--- src/rtl/relay_pkg.sv ---
// Shared types for the relay-style register transfer sequencer:
// register ids, opcode prefixes, FSM states and the decoded control word.
package relay_pkg;

  typedef enum logic [2:0] {
    REG_A  = 3'd0,
    REG_B  = 3'd1,
    REG_C  = 3'd2,
    REG_D  = 3'd3,
    REG_M1 = 3'd4,
    REG_M2 = 3'd5,
    REG_X  = 3'd6,
    REG_Y  = 3'd7
  } reg_id_e;

  localparam logic [1:0] OP_MOV8  = 2'b00;
  localparam logic [1:0] OP_SETAB = 2'b01;
  localparam logic [3:0] OP_ALU   = 4'b1000;

  localparam int CNT_W = 8;

  typedef enum logic [2:0] {
    ST_IDLE   = 3'd0,
    ST_SETTLE = 3'd1,
    ST_LOAD   = 3'd2,
    ST_HOLD   = 3'd3,
    ST_DONE   = 3'd4
  } seq_state_e;

  typedef struct packed {
    logic [7:0] sel;
    reg_id_e    ld_idx;
    logic       imm_en;
    logic [7:0] imm_val;
    logic       alu_en;
    logic [2:0] alu_fn;
    logic       illegal;
  } xfer_ctrl_t;

  function automatic logic [7:0] reg_bit(input reg_id_e r);
    reg_bit = 8'b1 << r;
  endfunction

endpackage

--- src/rtl/xfer_decode.sv ---
// Combinational decode of one instruction byte into the control word
// that the sequencer latches at acceptance.
module xfer_decode
  import relay_pkg::*;
(
  input  logic [7:0] instr,
  output xfer_ctrl_t ctrl
);

  logic [2:0] d;
  logic [2:0] s;

  assign d = instr[5:3];
  assign s = instr[2:0];

  always_comb begin
    ctrl = '0;
    if (instr[7:6] == OP_MOV8) begin
      ctrl.ld_idx = reg_id_e'(d);
      // Moving a register onto itself is repurposed as a clear via the immediate path
      if (d == s) begin
        ctrl.imm_en  = 1'b1;
        ctrl.imm_val = 8'h00;
      end else begin
        ctrl.sel = reg_bit(reg_id_e'(s));
      end
    end else if (instr[7:6] == OP_SETAB) begin
      ctrl.imm_en  = 1'b1;
      ctrl.imm_val = {{3{instr[4]}}, instr[4:0]};
      ctrl.ld_idx  = instr[5] ? REG_B : REG_A;
    end else if (instr[7:4] == OP_ALU) begin
      ctrl.alu_en = 1'b1;
      ctrl.alu_fn = instr[2:0];
      ctrl.ld_idx = instr[3] ? REG_D : REG_A;
    end else begin
      ctrl.illegal = 1'b1;
    end
  end

endmodule

--- src/rtl/reg_xfer_sequencer.sv ---
// Relay-style transfer sequencer: drives the bus source, pulses the destination
// load after a settle window, then holds the source before reporting done.
module reg_xfer_sequencer
  import relay_pkg::*;
#(
  parameter int SETTLE_CYCLES = 2,
  parameter int HOLD_CYCLES   = 1
) (
  input  logic       clk,
  input  logic       reset,
  input  logic       start,
  input  logic [7:0] instr,
  output logic       busy,
  output logic       done,
  output logic       illegal,
  output logic [7:0] sel,
  output logic [7:0] ld,
  output logic       imm_en,
  output logic [7:0] imm_val,
  output logic       alu_en,
  output logic [2:0] alu_fn,
  output seq_state_e state_dbg
);

  // Handshake: start is taken only on a cycle where busy=0; busy then stays
  // high through the done cycle, so any start seen while busy is dropped.

  localparam logic [CNT_W-1:0] SETTLE_LOAD = CNT_W'(SETTLE_CYCLES - 1);
  localparam logic [CNT_W-1:0] HOLD_LOAD   = CNT_W'((HOLD_CYCLES > 0) ? HOLD_CYCLES - 1 : 0);

  seq_state_e       state;
  xfer_ctrl_t       ctrl_q;
  xfer_ctrl_t       dec;
  logic [CNT_W-1:0] cnt;
  logic             src_on;

  xfer_decode u_decode (
    .instr (instr),
    .ctrl  (dec)
  );

  always_ff @(posedge clk) begin
    if (reset) begin
      state  <= ST_IDLE;
      ctrl_q <= '0;
      cnt    <= '0;
    end else begin
      case (state)
        ST_IDLE: begin
          if (start) begin
            ctrl_q <= dec;
            if (dec.illegal) begin
              state <= ST_DONE;
            end else begin
              state <= ST_SETTLE;
              cnt   <= SETTLE_LOAD;
            end
          end
        end
        ST_SETTLE: begin
          if (cnt == '0) state <= ST_LOAD;
          else           cnt   <= cnt - 1'b1;
        end
        ST_LOAD: begin
          if (HOLD_CYCLES == 0) begin
            state <= ST_DONE;
          end else begin
            state <= ST_HOLD;
            cnt   <= HOLD_LOAD;
          end
        end
        ST_HOLD: begin
          if (cnt == '0) state <= ST_DONE;
          else           cnt   <= cnt - 1'b1;
        end
        ST_DONE: state <= ST_IDLE;
        default: state <= ST_IDLE;
      endcase
    end
  end

  // Strobes depend only on flops, never on start/instr directly
  assign src_on    = (state == ST_SETTLE) || (state == ST_LOAD) || (state == ST_HOLD);
  assign sel       = src_on ? ctrl_q.sel : 8'h00;
  assign imm_en    = src_on & ctrl_q.imm_en;
  assign imm_val   = (src_on && ctrl_q.imm_en) ? ctrl_q.imm_val : 8'h00;
  assign alu_en    = src_on & ctrl_q.alu_en;
  assign alu_fn    = (src_on && ctrl_q.alu_en) ? ctrl_q.alu_fn : 3'b000;
  assign ld        = (state == ST_LOAD) ? reg_bit(ctrl_q.ld_idx) : 8'h00;
  assign busy      = (state != ST_IDLE);
  assign done      = (state == ST_DONE);
  assign illegal   = done & ctrl_q.illegal;
  assign state_dbg = state;

endmodule

--- config.mk ---
export PLATFORM = sky130hd
export DESIGN_NAME = reg_xfer_sequencer
export DESIGN_NICKNAME = d
export VERILOG_FILES = /design/src/rtl/relay_pkg.sv /design/src/rtl/xfer_decode.sv /design/src/rtl/reg_xfer_sequencer.sv
export SDC_FILE = /design/constraint.sdc
export NUM_CORES = 1
export LEC_CHECK = 0
export BUFFER_PORTS_ARGS = -buffer_cell sky130_fd_sc_hd__buf_2
export CORE_MARGIN = 4
export CORE_UTILIZATION = 37
export DETAILED_ROUTE_END_ITERATION = 10
export SETUP_SLACK_MARGIN = 0.3
export SYNTH_ARGS = -nofsm -noshare
export SYNTH_HDL_FRONTEND = slang
export SYNTH_SLANG_ARGS = --single-unit
export TNS_END_PERCENT = 50
--- constraint.sdc ---
create_clock -name clk -period 2.4 [get_ports clk]
set_input_delay 0.72 -clock clk [delete_from_list [all_inputs] [get_ports clk]]
set_output_delay 0.72 -clock clk [all_outputs]
set_load 0.02 [all_outputs]
==> summary.md <==
| Metric | Value |
|---|---|
| First-pass GRT wire length | 7370 µm |
| Via count | 1709 |
| Clock Skews | 0.00937 ns |
| Placer Congestion | 0.816 |
| Leak | 0.990 nW |
| P per Cell Area | 984 nW/µm² |
| Cells after Synth | 220 |
| Worst setup SP type | register |
| Crit path required time | 1.68 ns |
| DP HPWL | 3130 µm |
| Placed Area | 2140 µm² |
| Final setup viols | 0 |
| Minimum clock period | 2.06 ns |
| Post-synthesis area per instance | 8.32 µm² |
| Worst VDD drop | 0.000621 V |
| H-Tree Depth | 2 |
| Initial Utilization | 38.5% |
| Max-Cap Viols | 0 |
| Final Hold Viols | 0 |
| Detailed Route WL | 4500 µm |
| Setup TNS | 0 ns |
| Starting DRT DRC Count | 55 |
| Core area | 4750 µm² |
| Clock-pin slew on the worst setup and hold paths | 0.07 ns |
| Hold Buf Count CTS | 0 |
| Worst slew margin | 67.3% |
| Vias in the first global route | 1638 |
| Unrepaired setup endpoints after global routing | yes |
| FF+latch count, synth | 33 |
| Post-synth EDFFs | 0 |
| Hold slack | 0.447 ns |
| Yosys warns | 0 |
| Syn Nets | 233 |
| Synth-to-layout area growth | 26.0% |
| Final Cycle Share | 85.9% |
| TritonRoute pass-1 iters | 4 |
| Inst Count DP | 325 |
| Clk sinks | 33 |
| Netlist cell types | 49 |
| Grt ovf | 0 |
| Final Max Tran Viols | 0 |
| Post-DRT Antenna Nets | 0 |
| FFs w/ async S/R, synth | 0% |
| Design area | 2310 µm² |
| Largest net degree at the start of global routing | 25 |
| Vias per inst | 5.09 |
| Crit path capture type | output port |
| Boundary Pins | 46 |
| Syn Std Cell Area | 1830 µm² |
| Multi-input logic area | 1110 µm² |
| Die Height | 78.3 µm |
| # DRC | 0 |
| CTS max path bufs | 2 |
| Status | finished, final reports clean |
| Register area share after synthesis | 36.1% |
| Std-Cell Rows | 25 |
| CP Data Arrival Time | 1.34 ns |
| Initial antenna violation count | 0 |
| Worst Tran Pin Value | 0.488 ns |
| Synth Flop Type | dfxtp_1 |
| GRT Resource Usage Total | 14.8% |
| Number of nets in the layout | 281 |
| Root Driver | clkbuf_8 |
| Non-filler cells, final | 336 |
| Power, Total | 2.27 mW |
| Fill cell count | 526 |
| Layout cells sized above 1 | 33.8% |
| CTS tree | yes |
| Crit Path Max Fanout | 7 |
| Die area | 6140 µm² |
| Fmax | 0.485 GHz |
| TritonCTS buffer count | 5 |
| Classification of the worst setup path | register to output port |
| Hold Crit Class | register to register |
| DR WL/cell | 13.4 µm |
| IO Port Bufs | 45 |
| Ant. Diodes | 0 |
| Storage element area | 663 µm² |
| Worst-skew pair later-pin latency | 0.29 ns |
| Width of the die | 78.3 µm |
## synthesized netlist by cell type (4+ instances only)
library cell / number / share of area [%]
dfxtp_1: 33 / 36
nor2_1: 18 / 3.7
a21oi_1: 15 / 4.1
and2_1: 15 / 5.1
nand2_1: 13 / 2.7
o21ai_0: 11 / 3.0
and3_1: 10 / 3.4
nand3_1: 10 / 2.7
nand3b_1: 10 / 4.1
nand2b_1: 7 / 2.4
nor3_1: 7 / 1.9
clkbuf_1: 6 / 1.2
o21ai_1: 6 / 1.6
buf_2: 4 / 1.1
inv_1: 4 / 0.82
xor2_1: 4 / 1.9
## layout by cell type, fill, tap and decap left out, types with 4 or more instances in the layout
master     n
a21oi_1   15
and2_1     5
and2_2    10
and3_1     9
buf_2     44
buf_4     10
clkbuf_8   6
dfxtp_1   31
inv_1      4
nand2_1   13
nand2b_1   7
nand3_1    9
nand3b_1  10
nor2_1    17
nor3_1     5
o21ai_0   11
o21ai_1    6
xor2_1     4
## report_power, final
group | internal, mW | switching, mW
logic | 0.433 | 0.581
clock network | 0.338 | 0.201
registers | 0.625 | 0.0911
## metal layers
layer / global-route usage (%) / up-vias / part of all wire [%]
li1: - / 880 / -
met1: 18.2 / 788 / 47
met2: 25.5 / 35 / 47
met3: 2.75 / 6 / 4.1
met4: 5.94 / 0 / 1.7
met5: 0 / - / 0
## metrics by stage
step           worst slack, ns  utilization (%)
2_1_floorplan            0.318                -
3_3_place_gp             0.462             45.0
3_5_place_dp             0.480             45.0
4_1_cts                  0.308             48.2
5_1_grt                  0.289             48.5
6_report                 0.339             48.5
## cell type report
class / count / share of cell area (%)
Clock buffer: 7 / 3.74
Timing Repair Buffer: 56 / 13.8
Tap cell: 67 / 3.64
Sequential cell: 33 / 28.8
Multi-Input combinational cell: 168 / 48.1
Clock inverter: 1 / 1.30
Inverter: 4 / 0.651
## registers in the layout, indices dropped and copies added (netlist names)
signal	cells
ctrl_q	22
cnt	8
state_dbg	3
## timing repair
| item | in CTS | in global routing |
|---|---|---|
| setup buffers | 3 | 0 |
| endpoints found under the setup margin | 15 | 11 |
| gates cloned | 0 | 0 |
| pin swaps | 3 | 1 |
| resized for setup | 5 | 3 |
## logic make-up after synthesis
logic type	after synthesis	share of synthesized area, %
multiplexers	1	0.615
XOR/XNOR	4	1.91
flip-flops	33	36.1
AO/OA/AOI/OAI	51	17.2
AND/OR/NAND/NOR	110	37.6
buffers and inverters	19	5.19
adder cells (fa/ha/maj)	2	1.37
## final timing paths
check | startpoint | end | slack [ns] | cells after the start
worst min-delay path | ctrl_q[8] | ctrl_q[8] | 0.45 | 2
worst max register to register | cnt[0] | cnt[3] | 0.71 | 6
worst min register to register | ctrl_q[8] | ctrl_q[8] | 0.45 | 2
worst max-delay path | state_dbg[2] | busy | 0.34 | 3
## worst max-delay path: stages, from the launching register on
cell and delay, ns:
dfxtp_2 0.36, buf_4 0.17, or3_1 0.36, buf_2 0.16
(Power assumes the default switching activity.)
